## src/rtl/line_frame_ctrl.sv

```systemverilog
// line_frame_ctrl: buffers pixel words in a skid FIFO and frames each line as sync, header, payload and XOR trailer
module line_frame_ctrl #(
  parameter int          WORDS_PER_LINE = 1536,
  parameter logic [31:0] SYNC_WORD      = 32'hA5A5_5A5A,
  parameter int          SKID_DEPTH     = 8
) (
  input  logic        CLK,
  input  logic        RST,
  input  logic        ENABLE,
  input  logic [31:0] PIX_DIN,
  input  logic        PIX_DIN_DV,
  input  logic        PIX_OVRF,
  output logic        PIX_AFULL,
  output logic [31:0] DOUT,
  output logic        DOUT_DV,
  input  logic        DOUT_AFULL,
  output logic [23:0] LINE_CNT,
  output logic        SKID_OVRF,
  output logic        BUSY
);
  localparam int AW = $clog2(SKID_DEPTH);
  typedef enum logic [2:0] {IDLE, HDR_SYNC, HDR_LINE, PAYLOAD, TRAILER} state_t;
  state_t state;
  logic [31:0] skid [SKID_DEPTH];
  logic [AW-1:0] wr_ptr, rd_ptr;
  logic [AW:0] level;
  logic [23:0] word_cnt;
  logic [31:0] acc;
  logic f_pix, f_skid;
  logic full, push, drop, pop, hdr_emit, last;
  assign full     = level == (AW+1)'(SKID_DEPTH);
  assign push     = PIX_DIN_DV && !full;
  assign drop     = PIX_DIN_DV && full;
  assign pop      = state == PAYLOAD && !DOUT_AFULL && level != '0;
  assign hdr_emit = state == HDR_LINE && !DOUT_AFULL;
  assign last     = word_cnt == 24'(WORDS_PER_LINE - 1);
  assign BUSY     = state != IDLE;
  always_ff @(posedge CLK)
    if (push) skid[wr_ptr] <= PIX_DIN;
  always_ff @(posedge CLK) begin
    if (RST) begin
      state     <= IDLE;
      DOUT      <= '0;
      DOUT_DV   <= 1'b0;
      LINE_CNT  <= '0;
      SKID_OVRF <= 1'b0;
      PIX_AFULL <= 1'b1;
      wr_ptr    <= '0;
      rd_ptr    <= '0;
      level     <= '0;
      word_cnt  <= '0;
      acc       <= '0;
      f_pix     <= 1'b0;
      f_skid    <= 1'b0;
    end else begin
      PIX_AFULL <= !ENABLE || state != PAYLOAD || DOUT_AFULL || level >= (AW+1)'(SKID_DEPTH - 4);
      wr_ptr    <= wr_ptr + AW'(push);
      rd_ptr    <= rd_ptr + AW'(pop);
      level     <= level + (AW+1)'(push) - (AW+1)'(pop);
      SKID_OVRF <= SKID_OVRF | drop;
      f_pix     <= (f_pix && !hdr_emit) || PIX_OVRF;
      f_skid    <= (f_skid && !hdr_emit) || drop;
      DOUT_DV   <= 1'b0;
      case (state)
        IDLE: if (ENABLE) state <= HDR_SYNC;
        HDR_SYNC: if (!DOUT_AFULL) begin
          DOUT    <= SYNC_WORD;
          DOUT_DV <= 1'b1;
          state   <= HDR_LINE;
        end
        HDR_LINE: if (hdr_emit) begin
          DOUT    <= {6'b0, f_skid, f_pix, LINE_CNT};
          DOUT_DV <= 1'b1;
          state   <= PAYLOAD;
        end
        PAYLOAD: if (pop) begin
          DOUT     <= skid[rd_ptr];
          DOUT_DV  <= 1'b1;
          acc      <= acc ^ skid[rd_ptr];
          word_cnt <= last ? '0 : word_cnt + 24'd1;
          state    <= last ? TRAILER : PAYLOAD;
        end
        TRAILER: if (!DOUT_AFULL) begin
          DOUT     <= acc;
          DOUT_DV  <= 1'b1;
          acc      <= '0;
          LINE_CNT <= LINE_CNT + 24'd1;
          state    <= ENABLE ? HDR_SYNC : IDLE;
        end
        default: state <= IDLE;
      endcase
    end
  end
endmodule

```

## config.mk

```make
export PLATFORM = sky130hd
export DESIGN_NAME = line_frame_ctrl
export DESIGN_NICKNAME = d
export VERILOG_FILES = /design/src/rtl/line_frame_ctrl.sv
export SDC_FILE = /design/constraint.sdc
export NUM_CORES = 1
export LEC_CHECK = 0
export BUFFER_PORTS_ARGS = -buffer_cell sky130_fd_sc_hd__buf_4
export CORE_MARGIN = 1
export CORE_UTILIZATION = 55
export DETAILED_ROUTE_END_ITERATION = 10
export PLACE_DENSITY = 0.78
export SLEW_MARGIN = 20
export SYNTH_ARGS = -nofsm -noshare
export SYNTH_HDL_FRONTEND = slang
export SYNTH_SLANG_ARGS = --single-unit
```

## constraint.sdc

```tcl
create_clock -name CLK -period 3.65 [get_ports CLK]
set_input_delay 0.1825 -clock CLK [delete_from_list [all_inputs] [get_ports CLK]]
set_output_delay 0.1825 -clock CLK [all_outputs]
set_load 0.02 [all_outputs]
```

## Yosys cells after proc, flatten, opt, wreduce, memory -nomap -nowiden

Memory sizes are Yosys's and may differ from the RTL's. A register that Yosys moved wholly into a read port is not among the register bits.
Cells that the tools add are included.

- Multiplexer cells: 24
- Eq/ne operators: 12
- Add/subtract/negate cells: 6
- Reduce and logical (&&, ||, !) cells: 27
- Bitwise gates (word level): 3
- Order comparisons: 1

Operator list:

| kind | count |
|---|---|
| two-way mux 32 bit | 6 |
| one-hot mux 32 bit (4 select lines) | 1 |
| one-hot mux 32 bit (2 select lines) | 1 |
| adder 24 x 1 -> 24 bit (second input constant) | 2 |
| XOR 32 bit | 1 |
| equality test 24 x 11 -> 1 bit (second input constant) | 1 |
| two-way mux 24 bit | 1 |
| two-way mux 3 bit | 7 |
| one-hot mux 3 bit (5 select lines) | 1 |
| != test 2 bit (second input constant) | 5 |
| AND reduction 5 bit | 2 |
| nonzero test 4 bit | 2 |
| logical AND 1 bit | 7 |
| adder 3 x 1 -> 3 bit | 2 |
| equality test 3 x 2 -> 1 bit (second input constant) | 2 |
| two-way mux 1 bit | 6 |
| logical OR 1 bit | 5 |
| adder 4 x 1 -> 4 bit | 1 |
| equality test 4 bit (second input constant) | 1 |
| greater-or-equal comparator 4 x 3 -> 1 bit (second input constant) | 1 |
| zero test 1 bit | 4 |
| AND reduction 2 bit | 2 |
| subtractor 4 x 1 -> 4 bit | 1 |
| equality test 3 x 1 -> 1 bit (second input constant) | 1 |
| other kinds (10) | 10 |

- Bits in writable memories: 256
- Memories kept: 1
- Output and inout bits: 60
- Bits in registers: 130

Memories:

| memory | depth | bits a word | read ports | clocked after Yosys merged registers in | write ports | RTL line | text |
|---|---|---|---|---|---|---|---|
| skid | 8 | 32 | 1 | 1 | 1 | 24 | `logic [31:0] skid [SKID_DEPTH];` |

## Depth between registers and ports, before layout

- Word-level depth: 5
- Depth in mapped cells: 14
- Mapped depth without buffers: 11

## Worst setup path before layout

No wires, ideal clock.

- Path kind: register to register
- From: reg level[2]
- To: mem skid[1][0] (enable)
- Cell stages (with the launch flop): 6
- Library setup time: 0.461 ns
- Data required time: 3.189 ns
- Arrival time: 3.286 ns
- Path buffers: 0
- Period minus slack after synthesis: 3.747 ns
- Path slack: -0.097 ns
- Cell sequence: dfxtp_1 inv_1 ha_1 a21boi_0 nand2_1 nor3_1

- Longest elaborated chain between the ends: 5

RTL lines:

| element | RTL line | text |
|---|---|---|
| start: declaration | 26 | `logic [AW:0] level;` |
| start signal: assignment | 59 | `level <= level + (AW+1)'(push) - (AW+1)'(pop);` |
| equality test 4 bit | 31 | `assign full = level == (AW+1)'(SKID_DEPTH);` |
| zero test 1 bit | 32 | `assign push = PIX_DIN_DV && !full;` |
| logical AND 1 bit | 32 |  |
| two-way mux 1 bit | 39 | `if (push) skid[wr_ptr] <= PIX_DIN;` |
| two-way mux 1 bit (implied by the code) | 39 |  |
| end: declaration | 24 |  |

No other way between the ends.

## Worst setup path after layout

- From: reg level[2]
- To: reg level[2]

- Longest elaborated chain between the ends: 5
- Elaborated cells between the ends (all ways): 7

RTL lines:

| element | RTL line |
|---|---|
| equality test 4 bit | 31 |
| zero test 1 bit | 32 |
| logical AND 1 bit | 32 |
| adder 4 x 1 -> 4 bit | 59 |
| subtractor 4 x 1 -> 4 bit (*) | 59 |

Every way passes the cells marked *; elsewhere a longest branch is shown, timed or not.
A chain may end at the register's enable or synchronous reset.

==> key figures <==
Place
  • Detailed placer's ending HPWL: 21800 um
  • Cell Area, Placed: 17200 um2
  • Dpl ws: 793 ps
  • GPL Wtd Cong: 0.912
  • IO Port Bufs: 97

Timing
  • Setup slack after layout: between 700 and 800 ps
  • Final Max Slew Viols: 0
  • Max frequency: 343 MHz
  • Min Tclk post-route: 2920 ps
  • Final Hold Fails: 0
  • WHS: 167 ps
  • # setup viols final: 0
  • Worst Max-Slew Pin Slew: 957 ps
  • Final period utilization: 0.799
  • Final TNS setup: 0 ps
  • Worst rel slew slack: 0.361
  • Worst Skew: 17.5 ps
  • RSZ-0062 raised after global routing: false

Logic synthesis
  • Syn_nets: 1138
  • Synth area leaders: edfxtp_1 48%, dfxtp_1 16%, mux4_1 5.1%, mux4_2 4.6%, mux2i_1 2.1%
  • Post-synth EDFFs: 256
  • Mapped Area: 16100 um2
  • Avg Inst Size Synth: 14.7 um2
  • Synth warn: 0
  • Synth async-reset ratio: 0
  • Leading area contributor after synthesis: edfxtp_1
  • Cells after Synth: about 1100
  • Yosys reg bits: 386
  • Top FF cell, synth: edfxtp_1
  • Synth top area share: 0.479
  • Seq/Total Area, Yosys: 0.641
  • Synth unique cells: 66

GRT
  • Number of global-route vias before repair: 9832
  • Initial antenna violation count: 0
  • GRT Total Usage: 0.241
  • First-pass GRT wire length: roughly 56000 um
  • Grt total ovfl: 0
  • Largest net degree at the start of global routing: 73

Floorplanning
  • Die Ht: 173 um
  • Die X: 173 um
  • Core area: around 29000 um2
  • Io pins: 98
  • Cell Rows: 62
  • Initial core utilization: 0.559
  • Die ar.: approximately 30000 um2

Worst setup path
  • Worst reg2reg startpoint: level[2]$_SDFF_PP0_
  • Reg2Reg Depth: 10
  • Reg-to-Reg End: level[2]$_SDFF_PP0_
  • Critical path data required time: between 4000 and 5000 ps
  • CP endpoint kind: register
  • Worst-path maximum fanout: 8
  • CP arrival: 3290 ps
  • Kind of critical path: reg -> reg
  • Setup crit start kind: register
  • R2R setup slack: 730 ps

Drt
  • Vias/cell: 6.21
  • Vias: 10200
  • TritonRoute pass-1 iters: 7
  • 1st-iter DRT viols: 1026
  • Post-DRT Antenna Nets: 0
  • Routed wire length: 36100 um
  • Number of remaining DRC errors: 0
  • Drt wl/cell: 22.1 um

Flow run
  • Max Cap Viol: 0

Min path
  • Hold path start: DOUT_AFULL
  • WHS Path Cells: 3
  • Hold path endpoint: state[2]$_SDFFE_PP0P_
  • Tightest Hold Check Type: in -> reg

Layout
  • Share of layout cells above drive strength 1: 0.206
  • Design area: 18800 um2
  • Most common cell after layout, fill and taps aside: edfxtp_1
  • Layout Nets: 1269
  • Commonest cells after routing, fill and taps aside: 256 x edfxtp_1, 127 x dfxtp_1, 123 x buf_4
  • Area growth syn-to-layout: 17.3%

Clock tree
  • Cts bufs inserted: 38
  • TritonCTS clock tree: built
  • Skew-Pair Late Insertion Delay: around 530 ps
  • Clk root buf: clkbuf_16
  • Register clock-pin slew on the reported worst setup and hold paths: 60 ps
  • Setup Buffers After CTS: 0
  • Clock Path Buffers: 3
  • # clock sinks: 386
  • Htree depth: 2

Power
  • Max IR drop VDD: 0.000294 V
  • PD cells: just over 500 nW/um2
  • Leakage: about 6.4 nW
  • Total power: 9.78 mW

Status
  • Outcome: finished clean
-- power by group --
group / switching [mW] / internal [mW] / total (mW)
clock: 1.58 / 2.37 / 3.95
sequential: 0.0951 / 4.87 / 4.97
combinational: 0.523 / 0.343 / 0.866
total: 2.20 / 7.58 / 9.78
-- worst max path at each step --
stage                              from              endpoint  cells after the start
finish              level[2]$_SDFF_PP0_   level[2]$_SDFF_PP0_                     10
global route        level[2]$_SDFF_PP0_   level[2]$_SDFF_PP0_                     10
detailed placement  level[2]$_SDFF_PP0_   level[2]$_SDFF_PP0_                     10
global placement    level[2]$_SDFF_PP0_   level[1]$_SDFF_PP0_                      9
floorplan           level[2]$_SDFF_PP0_  skid[7][0]$_DFFE_PP_                      5
CTS                 level[2]$_SDFF_PP0_   level[2]$_SDFF_PP0_                     10
-- cell usage after synthesis (all sizes together) (4+ instances only) --
master / n
o31ai: 38
nor3: 7
mux2i: 33
a211o: 13
and3: 4
nor2b: 6
and4: 7
ha: 10
a21oi: 46
a22oi: 16
buf: 37
dfxtp: 130
a31oi: 14
or4: 37
clkbuf: 33
xnor2: 11
or3: 32
a22o: 13
nand2: 53
a21boi: 17
edfxtp: 256
nor4: 8
xor2: 5
o21ai: 32
nand4: 17
nand2b: 6
nor2: 47
inv: 9
nand3: 34
mux2: 17
mux4: 64
-- kinds of logic (layout without fill, tap and decap cells) --
logic type | count (synthesis) | in the layout | share of synthesized area
flip-flops | 386 | 386 | 0.641
AND/OR/NAND/NOR | 279 | 279 | 0.0990
AO/OA/AOI/OAI | 203 | 203 | 0.0860
multiplexers | 114 | 114 | 0.130
buffers and inverters | 80 | 240 | 0.0269
XOR/XNOR | 16 | 16 | 0.00873
adder cells (fa/ha/maj) | 11 | 11 | 0.00904
other | 0 | 1 | 0
-- flip-flops by register name (all words and copies together), names as in the netlist, 4 cells and up --
register	cells
DOUT	32
LINE_CNT	24
acc	32
level	4
skid	256
word_cnt	24
-- final cells by class --
class | count | area, um2
Clock buffer | 51 | 1040
Tap cell | 384 | 480
Antenna cell | 1 | 2.50
Fill cell | 1981 | 9870
Sequential cell | 386 | 10300
Multi-Input combinational cell | 623 | 5420
Timing Repair Buffer | 161 | 1330
Clock inverter | 18 | 218
Inverter | 10 | 37.5
-- critical path, stage by stage, from the launching register on --
cell	delay (ps)
dfxtp_1	290
inv_1	100
ha_1	210
nor3b_1	790
nor2_1	270
nand2b_1	220
nand2_1	80
ha_1	210
fa_1	390
xnor2_1	160
nor2_1	50
-- stage by stage --
| stage | utilization | std cells |
|---|---|---|
| after floorplan | - | 1089 |
| after global placement | 0.600 | 1529 |
| after detailed placement | 0.600 | 1529 |
| after CTS | 0.656 | 1633 |
| after global routing | 0.656 | 1633 |
| final | 0.656 | 1634 |
-- layer usage --
metal  GRT usage  share of wire
met5           0              0
met4      0.0885          0.029
met3      0.0400          0.060
met2       0.383           0.48
met1       0.338           0.43
-- what timing repair did --
action | in CTS | in global routing
hold buffers | 35 | 0
resized for setup | 0 | 0
endpoints found under the hold margin | 260 | 0
Power figures use the tool's default switching activity.
